===== config.mk =====
export PLATFORM = sky130hd
export DESIGN_NAME = ibus_wishbone_if
export DESIGN_NICKNAME = d
export VERILOG_FILES = /design/src/rtl/ibus_wishbone_if_pkg.sv /design/src/rtl/ibus_wishbone_if.sv
export SDC_FILE = /design/constraint.sdc
export NUM_CORES = 1
export LEC_CHECK = 0
export ABC_AREA = 1
export BUFFER_PORTS_ARGS = -buffer_cell sky130_fd_sc_hd__buf_4
export CORE_ASPECT_RATIO = 0.75
export CORE_UTILIZATION = 43
export CTS_CLUSTER_SIZE = 16
export DETAILED_ROUTE_END_ITERATION = 6
export PLACE_DENSITY = 0.77
export SYNTH_ARGS = -nofsm -noshare
export SYNTH_HDL_FRONTEND = slang
export SYNTH_SLANG_ARGS = --single-unit

===== constraint.sdc =====
create_clock -name clk -period 1.45 [get_ports clk]
set_clock_uncertainty 0.05 [all_clocks]
set_input_delay 0.145 -clock clk [delete_from_list [all_inputs] [get_ports clk]]
set_output_delay 0.145 -clock clk [all_outputs]
set_load 0.02 [all_outputs]

===== src/rtl/ibus_wishbone_if_pkg.sv =====
// Shared types and constants for the instruction-fetch Wishbone bridge.
package ibus_wishbone_if_pkg;

  typedef enum logic [1:0] {
    IBUS_IDLE       = 2'd0,
    IBUS_BUSY       = 2'd1,
    IBUS_WAIT_STALL = 2'd2
  } ibus_state_e;

  localparam logic [3:0] WB_SEL_ALL   = 4'b1111;
  localparam int         STALL_IF_BIT = 1;

endpackage


===== src/rtl/ibus_wishbone_if.sv =====
// Instruction-fetch port to Wishbone B4 classic read master, with IF stall request.
// Optional last-address hit buffer enabled by defining IBUS_LASTHIT_EN.
module ibus_wishbone_if
  import ibus_wishbone_if_pkg::*;
#(
  parameter int ADDR_W  = 32,
  parameter int DATA_W  = 32,
  parameter int STALL_W = 6
) (
  input  logic               clk,
  input  logic               rst,
  input  logic [STALL_W-1:0] stall_i,
  input  logic               flush_i,
  input  logic               cpu_ce_i,
  input  logic [ADDR_W-1:0]  cpu_addr_i,
  output logic [DATA_W-1:0]  cpu_data_o,
  output logic               stallreq_o,
  output logic [ADDR_W-1:0]  wb_adr_o,
  input  logic [DATA_W-1:0]  wb_dat_i,
  input  logic               wb_ack_i,
  output logic               wb_cyc_o,
  output logic               wb_stb_o,
  output logic               wb_we_o,
  output logic [3:0]         wb_sel_o
);

  ibus_state_e        state_q, state_d;
  logic [ADDR_W-1:0]  adr_q, adr_d;
  logic               cyc_q, cyc_d;
  logic               stb_q, stb_d;
  logic [3:0]         sel_q, sel_d;
  logic [DATA_W-1:0]  rd_buf_q, rd_buf_d;
  logic [DATA_W-1:0]  cpu_data;
  logic               stallreq;
  logic               hit;
  logic               unused_stall;

  assign unused_stall = ^stall_i;

`ifdef IBUS_LASTHIT_EN
  logic [ADDR_W-1:0]  last_addr_q, last_addr_d;
  logic               last_v_q, last_v_d;

  assign hit = last_v_q && (cpu_addr_i == last_addr_q);
`else
  assign hit = 1'b0;
`endif

  always_comb begin
    state_d  = state_q;
    adr_d    = adr_q;
    cyc_d    = cyc_q;
    stb_d    = stb_q;
    sel_d    = sel_q;
    rd_buf_d = rd_buf_q;
    cpu_data = '0;
    stallreq = 1'b0;
`ifdef IBUS_LASTHIT_EN
    last_addr_d = last_addr_q;
    last_v_d    = last_v_q;
`endif
    case (state_q)
      IBUS_IDLE: begin
        if (flush_i) begin
`ifdef IBUS_LASTHIT_EN
          last_v_d = 1'b0;
`endif
        end else if (cpu_ce_i) begin
          if (hit) begin
            cpu_data = rd_buf_q;
          end else begin
            stallreq = 1'b1;
            adr_d    = cpu_addr_i;
            cyc_d    = 1'b1;
            stb_d    = 1'b1;
            sel_d    = WB_SEL_ALL;
            state_d  = IBUS_BUSY;
          end
        end
      end
      IBUS_BUSY: begin
        // Flush wins over a same-cycle ack: the fetched word is discarded.
        if (flush_i) begin
          cyc_d    = 1'b0;
          stb_d    = 1'b0;
          sel_d    = '0;
          rd_buf_d = '0;
          state_d  = IBUS_IDLE;
`ifdef IBUS_LASTHIT_EN
          last_v_d = 1'b0;
`endif
        end else if (wb_ack_i) begin
          cpu_data = wb_dat_i;
          cyc_d    = 1'b0;
          stb_d    = 1'b0;
          sel_d    = '0;
          rd_buf_d = wb_dat_i;
          state_d  = stall_i[STALL_IF_BIT] ? IBUS_WAIT_STALL : IBUS_IDLE;
`ifdef IBUS_LASTHIT_EN
          last_addr_d = adr_q;
          last_v_d    = 1'b1;
`endif
        end else begin
          stallreq = 1'b1;
        end
      end
      IBUS_WAIT_STALL: begin
        cpu_data = rd_buf_q;
        if (flush_i) begin
          rd_buf_d = '0;
          state_d  = IBUS_IDLE;
`ifdef IBUS_LASTHIT_EN
          last_v_d = 1'b0;
`endif
        end else if (!stall_i[STALL_IF_BIT]) begin
          state_d = IBUS_IDLE;
        end
      end
      default: state_d = IBUS_IDLE;
    endcase
    if (rst) begin
      cpu_data = '0;
      stallreq = 1'b0;
    end
  end

  always_ff @(posedge clk) begin
    if (rst) begin
      state_q  <= IBUS_IDLE;
      adr_q    <= '0;
      cyc_q    <= 1'b0;
      stb_q    <= 1'b0;
      sel_q    <= '0;
      rd_buf_q <= '0;
`ifdef IBUS_LASTHIT_EN
      last_addr_q <= '0;
      last_v_q    <= 1'b0;
`endif
    end else begin
      state_q  <= state_d;
      adr_q    <= adr_d;
      cyc_q    <= cyc_d;
      stb_q    <= stb_d;
      sel_q    <= sel_d;
      rd_buf_q <= rd_buf_d;
`ifdef IBUS_LASTHIT_EN
      last_addr_q <= last_addr_d;
      last_v_q    <= last_v_d;
`endif
    end
  end

  assign cpu_data_o = cpu_data;
  assign stallreq_o = stallreq;
  assign wb_adr_o   = adr_q;
  assign wb_cyc_o   = cyc_q;
  assign wb_stb_o   = stb_q;
  assign wb_sel_o   = sel_q;
  assign wb_we_o    = 1'b0;

endmodule


Word level (Yosys, flattened, before mapping)
Index checks and enable logic that the tools add are counted.
{"block": "word_totals", "in_bits": 75, "word_cells": 52, "output_inout_bits": 72, "ff_bits": 71}
{"block": "op_classes", "bitwise_logic": 1, "eq_ne": 7, "reduce_logical": 7, "muxes": 32}
{"op": "$mux 32", "count": 6}
{"op": "$pmux 32 s2", "count": 2}
{"op": "$mux 4", "count": 4}
{"op": "$mux 2", "count": 7}
{"op": "$mux 1", "count": 9}
{"op": "$pmux 4 s2", "count": 1}
{"op": "$reduce_and 4->1", "count": 2}
{"op": "$ne 2x2->1 const B", "count": 3}
{"op": "$ne 3x3->1 const B", "count": 2}
{"op": "$pmux 2 s3", "count": 1}
{"op": "$reduce_and 3->1", "count": 2}
{"op": "$pmux 1 s2", "count": 2}
{"op": "$reduce_bool 2->1", "count": 2}
{"op": "$eq 2x1->1 const B", "count": 1}
{"op": "$eq 2x2->1 const B", "count": 1}
{"op": "$logic_not 2->1", "count": 1}
{"op": "$not 1->1", "count": 1}

Logic depth before layout (Yosys ltp)
Gate-level depths: netlist of run 1.
{"block": "logic_depth", "word_depth": 4, "mapped_depth": 10, "depth_no_buf": 9}

Worst setup path after synthesis of run 1
No wires, ideal clock.
{"block": "synth_path", "path_type": "flip-flop to output port", "from": "reg state_q[0]", "to": "out stallreq_o", "required_ps": 1255, "path_stages_with_launch": 8, "t_arrival_ps": 1486, "slack_ps": -231, "n_path_buf": 1, "path_cell_list": "dfxtp_1 > inv_1 > ha_1 > nand2_1 > nor2_1 > inv_1 > buf_6 > a21oi_1"}
{"block": "synth_between", "elab_chain_len": 3, "elab_cells_between_ends": 4, "cone_classes": "1 x eq/ne; 2 x mux; 1 x reduce/logical"}
{"item": "from (decl)", "line": "ibus_wishbone_if.sv:27", "source": "ibus_state_e state_q, state_d;"}
{"item": "from (signal assigned)", "line": "ibus_wishbone_if.sv:140", "source": "state_q <= state_d;"}
{"item": "$eq 2x1->1 / $logic_not 2->1 (equally long branches)", "line": "ibus_wishbone_if.sv:62", "source": "case (state_q)"}
{"item": "$pmux 1 s2 *", "line": "ibus_wishbone_if.sv:62"}
{"item": "$mux 1 *", "line": "ibus_wishbone_if.sv:121", "source": "if (rst) begin"}
{"item": "to (decl)", "line": "ibus_wishbone_if.sv:17", "source": "output logic stallreq_o,"}
Mark *: on every way between the ends. The rest lies on a longest branch, timed or not.

Worst setup path in the final report of run 1
{"block": "layout_path", "from": "reg state_q[0]", "to": "reg rd_buf_q[19]"}
{"block": "layout_between", "elab_chain_len": 3, "elab_cells_between_ends": 7, "cone_classes": "4 x eq/ne; 1 x mux; 2 x reduce/logical"}
{"item": "$eq 2x1->1 / $eq 2x2->1 (equally long branches)", "line": "ibus_wishbone_if.sv:62"}
{"item": "$ne 3x3->1 (no source line) (tied with other cells)"}
{"item": "$reduce_and 3->1 (no source line)"}
{"item": "to (signal assigned)", "line": "ibus_wishbone_if.sv:145", "source": "rd_buf_q <= rd_buf_d;"}
{"item": "to (decl)", "line": "ibus_wishbone_if.sv:32", "source": "logic [DATA_W-1:0] rd_buf_q, rd_buf_d;"}
Parallel ways exist; a longest one is shown, timed or not.
A chain may end at the register's enable or synchronous reset.

==> results of run 1 <==
[area by class of cell]
cell class / instances / area [sq um] / area share (%)
clock buffer: 10 / 137.6 / 2.273
clock inverter: 5 / 77.57 / 1.281
inverter: 10 / 52.55 / 0.8678
multi-input combinational: 387 / 2111 / 34.86
sequential: 67 / 1346 / 22.23
tap: 101 / 126.4 / 2.087
timing repair buffer: 221 / 2205 / 36.40
[sequential cells by signal (all words and copies together), names as in the netlist]
name and flops:
wb_sel_o 1, wb_adr_o 32, state_q 2, rd_buf_q 32
[Yosys cell counts (all sizes together)]
library cell,instances
a21oi,33
buf,27
clkbuf,23
conb,1
dfxtp,67
ha,3
inv,10
nand2,77
nand3,3
nand4,34
nor2,169
o21ai,67
[worst max-delay path by stage]
stage / slack, ns / endpoint / from
after detailed placement: -0.11 / rd_buf_q[31]$_SDFFE_PP0P_ / state_q[1]$_SDFFE_PP0P_
after global routing: -0.48 / rd_buf_q[28]$_SDFFE_PP0P_ / state_q[0]$_SDFFE_PP0P_
after floorplan: -0.09 / cpu_data_o[10] / state_q[0]$_SDFFE_PP0P_
final: -0.42 / rd_buf_q[19]$_SDFFE_PP0P_ / state_q[0]$_SDFFE_PP0P_
after global placement: -0.06 / cpu_data_o[31] / state_q[1]$_SDFFE_PP0P_
after CTS: -0.34 / cpu_data_o[6] / state_q[0]$_SDFFE_PP0P_
[worst reg2reg max path: cells and delay by family (launching register included)]
family / cells / cell delay, ns
AO/OA/AOI/OAI: 1 / 0.09
flip-flops: 1 / 0.36
AND/OR/NAND/NOR: 3 / 0.32
adder cells (fa/ha/maj): 1 / 0.19
buffers and inverters: 6 / 0.75
[stage by stage]
stage	total power (uW)	util (%)	setup TNS, ns
final	10980	81.48	-22.38
after global placement	6244	62.95	-0.9537
after detailed placement	6369	62.95	-3.360
after CTS	10010	77.46	-15.67
after floorplan	5077	-	-2.777
after global routing	11410	81.48	-26.36
[report_power, final]
| part | internal, uW | switching (uW) |
|---|---|---|
| Sequential | 2440 | 480 |
| Combinational | 3080 | 3260 |
| Clock | 1000 | 710 |
[kinds of logic after synthesis]
logic type / Yosys count / synth area share, %
other: 1 / 0.1122
adder cells (fa/ha/maj): 3 / 1.123
AND/OR/NAND/NOR: 283 / 34.66
AO/OA/AOI/OAI: 100 / 14.97
flip-flops: 67 / 40.12
buffers and inverters: 60 / 9.019
[placed cells by master (no fill, tap or decap), drive strengths merged]
cell / instances
bufbuf: 1
buf: 188
nand4: 34
dlygate4sd3: 29
dfxtp: 67
nor2: 169
clkbuf: 13
inv: 9
nand2: 77
o21ai: 67
bufinv: 2
clkinv: 3
nand3: 3
a21oi: 33
conb: 1
clkinvlp: 1
ha: 3
[layer usage]
metal | up-vias | wire, um | GRT usage, %
met3 | 89 | 1216 | 6.395
met5 | - | 0 | 0
met2 | 318 | 7017 | 54.00
met1 | 2097 | 5443 | 36.34
met4 | 0 | 796 | 16.29
li1 | 2036 | - | -
[what timing repair did]
item	CTS	global route
hold buffers	29	0
gates resized for setup	99	43
gates cloned	9	3
pin swaps	6	8
setup endpoints to repair	99	100
buffers inserted	10	7
endpoints found under the hold margin	29	0
==> metrics.txt, run 1 <==
vias per inst 5.668; Syn. warnings 0; vias post-DR 4,540; Crit path arrival time 2.04 ns; H-Tree Depth 3; clk_lat worst skew 0.32 ns; post-placement cell count 728; RSZ-0062 raised after global routing true; crit-path max FO 6; gpl congestion 0.8088; total track usage 31.03%; chip height 78.36 um; I/O pin cnt 147; fin. max-slew vios 0; TritonRoute pass-1 iters 6; wire length of the first global-routing pass 20.11 mm; fmax 535.2 MHz; CP Cell Sequence buf_6, ha_4, buf_4, inv_2, o21ai_2, nand2_4, clkinv_8, buf_12, buf_16, nor2_4, nor2_1; CP required 1.62 ns; clk buf depth 2; Pleak 0.002646 uW; Area contributors post-synth dfxtp_1, nor2_1, o21ai_0; DRC 0; WP buf/inv 6; Congestion Overflow GR 0; placed cell areas 4678 sq um; Synth top area share 40.12%; r2r startpoint state_q[0]$_SDFFE_PP0P_; mean cell area of the mapped netlist 6.504 sq um; Antenna Cells 0; number of synthesized register bits 67; worst hold margin 0.004530 ns; critical path's slowest cell dfxtp_4; Post-Route WL 14.48 mm; count of input and output buffers 140; initial DRC count 395; Core Area 7432 sq um; P&R area growth vs syn 81.14%; largest net degree at the start of global routing 38; Die Wd 103.8 um; initial antenna violation count 0; cell count of the worst hold path 3; fin crit share 128.9%; Mapped Cells 514; clock root buffer clkbuf_8; post-synth cell types 20; CTS Buf Count 9; die area 8135 sq um; R2R cell count 11; final instance area 6056 sq um; Crit path depth 11; Reg2Reg Setup Slack -0.42 ns; pre-CTS WS -0.1069 ns; nets@finish 774; min-delay src cpu_addr_i[18]; Min Clock Period, post-route 1.868 ns; Post-Synthesis Cell Area 3343 sq um; fill count 423; outcome finished, violations left; Seq/Total Area, Yosys 40.12%; syn nets 592; final setup vio count 69; Initial Utilization 44.98%; row count 27; area leader, netlist dfxtp_1; Sink Count 67; vias in the first global route 4,170; DP Wirelength 6.502 mm; post-layout worst setup margin -0.4184 ns; final hold violation count 0; share of cells above drive strength 1 42.86%; clock tree from TritonCTS built; worst r2r dst rd_buf_q[19]$_SDFFE_PP0P_; power density over cell area 1812 nW/um^2; fin cells 801; drt wl/cell 18.07 um; Min-Delay Endpoint wb_adr_o[18]$_SDFFE_PP0P_; Worst path max stage delay 0.36 ns; Worst Setup Start Kind flop; CP delay by family, top buffers and inverters; CTS clk-pin slew, worst paths 0.07 ns; kind of critical path reg -> reg; VDD IR max 1.020 mV; CP endpoint kind flop; Hold Path Class in -> reg; post-route ant nets 0; failing checks negative setup slack; # Max-Cap Violations 0
Note: power is estimated with default switching activity, not from simulation.
==> run 2: changes to the inputs <==
--- a/config.mk
+++ b/config.mk
@@ -5,10 +5,9 @@
 export SDC_FILE = /design/constraint.sdc
 export NUM_CORES = 1
 export LEC_CHECK = 0
-export ABC_AREA = 1
 export BUFFER_PORTS_ARGS = -buffer_cell sky130_fd_sc_hd__buf_4
-export CORE_ASPECT_RATIO = 0.75
-export CORE_UTILIZATION = 43
+export CORE_ASPECT_RATIO = 1.4
+export CORE_UTILIZATION = 42
 export CTS_CLUSTER_SIZE = 16
 export DETAILED_ROUTE_END_ITERATION = 6
 export PLACE_DENSITY = 0.77
==> metrics.txt, run 2 <==
wire length of the first global-routing pass 14.97 mm; VDD IR max 0.7625 mV; final instance area 5617 sq um; Seq/Total Area, Yosys 43.76%; CP endpoint kind primary output; final hold violation count 0; Crit path arrival time 1.66 ns; Initial Utilization 43.63%; Final Power 5662 uW; row count 36; placed cell areas 4522 sq um; clk buf depth 2; fin. max-slew vios 0; DP Wirelength 6.028 mm; Pleak 0.002176 uW; Congestion Overflow GR 0; Synth top area share 43.76%; crit-path max FO 11; post-placement cell count 608; clock tree from TritonCTS built; CP required 1.25 ns; fin cells 654; Slew HR 64.06%; TritonRoute pass-1 iters 5; gpl congestion 0.7936; asr flop ratio synth 0%; number of synthesized register bits 67; most frequent cells in the layout buf_4, dfxtp_1, nand2_1; post-route ant nets 0; chip height 103.1 um; mean cell area of the mapped netlist 7.800 sq um; fill count 417; initial DRC count 128; vias post-DR 3,500; outcome finished, violations left; CTS clk-pin slew, worst paths 0.08 ns; fin crit share 128.1%; Mapped Cells 393; post-layout worst setup margin -0.4070 ns; Hold Path Class in -> reg; clock root buffer clkbuf_8; Min Clock Period, post-route 1.857 ns; P&R area growth vs syn 83.22%; Slew @ Worst Pin 0.5370 ns; commonest non-fill, non-tap cell in the layout buf_4; worst hold margin 0.008678 ns; Die Wd 74.21 um; power density over cell area 1008 nW/um^2; nets@finish 632; vias in the first global route 3,236; # Max-Cap Violations 0; die area 7649 sq um; fmax 538.5 MHz; vias per inst 5.352; Core Area 7027 sq um; most common cell in the synthesized netlist nor2_1; clk_lat worst skew 0.34 ns; Primary FF master, synth dfxtp_1; EDFF count, synth 0; initial antenna violation count 0; final setup vio count 68; DRC 0; Antenna Cells 0; final core occ 79.93%; Post-Synthesis Cell Area 3065 sq um; Syn. warnings 0; post-synth cell types 24; Area contributors post-synth dfxtp_1, a22oi_1, nor2_1; Worst Setup Start Kind flop; syn nets 471; RSZ-0062 raised after global routing true; commonest cells in the netlist nor2_1, dfxtp_1, a22oi_1; Sink Count 67; largest net degree at the start of global routing 69; failing checks negative setup slack; kind of critical path reg -> out; count of input and output buffers 140; drt wl/cell 16.28 um; CTS Buf Count 9; area leader, netlist dfxtp_1; Post-Route WL 10.65 mm; share of cells above drive strength 1 54.74%; I/O pin cnt 147; total track usage 25.63%; H-Tree Depth 3
-- run 2: changes by cell type in the layout (fill, tap and decap cells not counted), moves of 21 or more --
cell,change
buf_4,-28
nor2b_1,+34
o21ai_0,-36
a22oi_2,+63
o21ai_1,-23
a21oi_2,-25
nor2_1,-102
a21oi_1,+32
nand4_1,-34
buf_6,+21
-- run 2: path summary, 6_finish.rpt --
check	start	endpoint	slack, ns	depth (start not counted)
setup / recovery	state_q[1]$_SDFFE_PP0P_	cpu_data_o[27]	-0.41	7
hold / removal	cpu_addr_i[24]	wb_adr_o[24]$_SDFFE_PP0P_	0.009	3
setup reg to reg	state_q[1]$_SDFFE_PP0P_	rd_buf_q[3]$_SDFFE_PP0P_	-0.37	10
hold reg to reg	wb_adr_o[17]$_SDFFE_PP0P_	wb_adr_o[17]$_SDFFE_PP0P_	0.41	2
-- run 2: area by class of cell --
type                       instances  area (sq um)  area share, %
timing repair buffer             192          1886          33.57
clock inverter                     6         112.6          2.005
multi-input combinational        281          1997          35.55
clock buffer                      10         137.6          2.450
tap                               95         118.9          2.116
inverter                           3         16.27         0.2896
sequential                        67          1349          24.01
-- run 2: cells by family (layout without fill, tap and decap cells) --
group,after synthesis,count (layout),synth area share (%)
simple gates,172,172,24.78
buf+inv,45,211,7.143
compound gates,104,104,22.65
fa+ha+maj,3,3,1.225
flops,67,67,43.76
other cells,1,1,0.1223
mux,1,1,0.3265
-- run 2: layer usage --
layer	part of all wire, %	vias up	wire, um	global-route usage, %
li1	-	1652	-	-
met3	7.2	15	770	4.985
met5	0	-	0	0
met4	1.4	0	153	11.39
met1	36	1682	3861	28.05
met2	55	151	5864	46.92
-- run 2: repair_timing --
| action | in CTS | in global routing |
|---|---|---|
| cloned | 4 | 4 |
| hold endpoints to repair | 15 | 0 |
| setup buffers | 4 | 3 |
| pin swaps | 13 | 21 |
| hold buffers | 15 | 0 |
| endpoints found under the setup margin | 100 | 91 |
| gates resized for setup | 93 | 21 |
-- run 2: through the flow --
step / setup WS (ns) / setup TNS [ns]
2_1_floorplan: -0.03581 / -1.968
3_3_place_gp: -0.1218 / -4.604
3_5_place_dp: -0.1565 / -8.082
4_1_cts: -0.3795 / -16.78
5_1_grt: -0.4610 / -25.16
6_report: -0.4070 / -20.96
-- run 2: worst max-delay path: stages, from the launching register on --
cell and delay [ns]:
dfxtp_4 0.38, inv_4 0.05, ha_4 0.15, and2_4 0.16
buf_12 0.15, a22oi_1 0.20, nor2_2 0.06, buf_4 0.16
-- run 2: where the power goes --
part / switching, uW / total, uW / internal, uW
clock network: 726 / 1920 / 1190
logic: 848 / 1700 / 855
registers: 90.1 / 2040 / 1950
total: 1660 / 5660 / 4000
==> run 3: changes to the inputs <==
--- a/config.mk
+++ b/config.mk
@@ -5,9 +5,10 @@
 export SDC_FILE = /design/constraint.sdc
 export NUM_CORES = 1
 export LEC_CHECK = 0
+export ABC_AREA = 1
 export BUFFER_PORTS_ARGS = -buffer_cell sky130_fd_sc_hd__buf_4
 export CORE_ASPECT_RATIO = 1.4
-export CORE_UTILIZATION = 42
+export CORE_UTILIZATION = 43
 export CTS_CLUSTER_SIZE = 16
 export DETAILED_ROUTE_END_ITERATION = 6
 export PLACE_DENSITY = 0.77
==> metrics.txt, run 3 (synthesis results as in run 1) <==
post-layout worst setup margin -0.3978 ns; kind of critical path reg -> out; fmax 541.2 MHz; wire length of the first global-routing pass 19.89 mm; gpl congestion 0.8497; setup TNS -22.25 ns; FF/Latch Area 1346 sq um; VDD IR max 0.9802 mV; initial DRC count 367; Die Wd 76.52 um; chip height 106.3 um; post-route ant nets 0; power density over cell area 1782 nW/um^2; CTS Buf Count 9; # Max-Cap Violations 0; I/O pin cnt 147; crit-path max FO 14; clock tree from TritonCTS built; RSZ-0062 raised after global routing true; clk_lat worst skew 0.34 ns; Initial Utilization 44.85%; share of cells above drive strength 1 45.61%; Sink Count 67; nets@finish 779; Slew HR 59.55%; fin cells 803; CTS clk-pin slew, worst paths 0.07 ns; initial antenna violation count 0; H-Tree Depth 3; largest net degree at the start of global routing 57; Slew @ Worst Pin 0.6068 ns; Post-Route WL 13.52 mm; commonest non-fill, non-tap cell in the layout buf_4; fin crit share 127.4%; Min Clock Period, post-route 1.848 ns; Congestion Overflow GR 0; P&R area growth vs syn 83.83%; placed cell areas 4663 sq um; Pleak 0.002696 uW; fill count 408; final setup vio count 100; Reg2Reg Setup Slack -0.30 ns; fin. max-slew vios 0; row count 37; die area 8136 sq um; worst hold margin 0.02207 ns; vias post-DR 4,512; vias in the first global route 4,277; most frequent cells in the layout buf_4, nor2_1, nand2_1; TritonRoute pass-1 iters 5; total track usage 30.62%; Antenna Cells 0; drt wl/cell 16.83 um; clk buf depth 2; post-placement cell count 726; outcome finished, violations left; final instance area 6146 sq um; DP Wirelength 6.708 mm; DRC 0; Hold Path Class in -> reg; count of input and output buffers 140; failing checks negative setup slack; Crit path arrival time 1.65 ns; Core Area 7453 sq um; clock root buffer clkbuf_8; CP required 1.25 ns; multi-input logic area 2178 sq um; CP endpoint kind primary output; Worst Setup Start Kind flop; vias per inst 5.619; final hold violation count 0
==> run 3: changes by cell type in the layout (fill, tap and decap cells not counted), moves of 12 or more <==
cell / delta
a21oi_1: -32
a21oi_2: +30
a22oi_2: -63
buf_4: +28
buf_6: -20
dlygate4sd3_1: +16
nand4_1: +34
nor2_1: +104
nor2_2: -12
nor2b_1: -34
o21ai_0: +34
o21ai_2: +30
==> run 3: critical path: stages, from the launching register on <==
cell and delay, ns:
dfxtp_4 0.37, buf_12 0.10, ha_4 0.18, buf_8 0.16, nand4_1 0.15, a21oi_2 0.19
buf_4 0.16
==> run 3: worst paths after layout <==
path                                                start                   endpoint  cells past startpoint
worst min register to register  rd_buf_q[24]$_SDFFE_PP0P_  rd_buf_q[24]$_SDFFE_PP0P_                      2
worst min-delay path                        cpu_addr_i[7]   wb_adr_o[7]$_SDFFE_PP0P_                      3
worst max-delay path              state_q[0]$_SDFFE_PP0P_              cpu_data_o[6]                      6
worst max register to register    state_q[0]$_SDFFE_PP0P_  rd_buf_q[18]$_SDFFE_PP0P_                     11
==> run 3: timing repair <==
| item | in CTS | in global routing |
|---|---|---|
| setup endpoints to repair | 100 | 100 |
| pin swaps | 12 | 9 |
| cloned | 6 | 4 |
| hold buffers | 31 | 0 |
| setup buffers | 13 | 7 |
| gates resized for setup | 134 | 36 |
| hold endpoints to repair | 31 | 0 |
==> run 3: routing by layer <==
layer  global-route usage, %  vias up  wire length [um]  part of all wire [%]
met3                   7.124       56              1044                   7.7
met5                       0        -                 0                     0
met2                   54.83      274              7045                    52
li1                        -     2045                 -                     -
met4                   16.90        0               568                   4.2
met1                   32.92     2137              4859                    36
==> run 3: per-stage QoR <==
stage	power, uW	worst slack [ns]	utilization, %
finish	10950	-0.3978	82.46
global route	11400	-0.4303	82.46
CTS	10050	-0.3611	78.60
detailed placement	6365	-0.1232	62.57
global placement	6231	-0.06365	62.57
floorplan	5077	-0.09042	-
==> run 3: area by class of cell <==
cell class | count | share of cell area (%)
clock inverter | 4 | 0.7940
timing repair buffer | 226 | 36.67
multi-input combinational | 387 | 35.44
inverter | 10 | 0.6922
clock buffer | 12 | 2.524
sequential | 67 | 21.91
tap | 97 | 1.975
==> run 3: power by group <==
group / internal [uW] / switching [uW] / total [uW]
clock network: 887 / 729 / 1620
registers: 2440 / 450 / 2890
logic: 3140 / 3300 / 6440
total: 6470 / 4480 / 11000
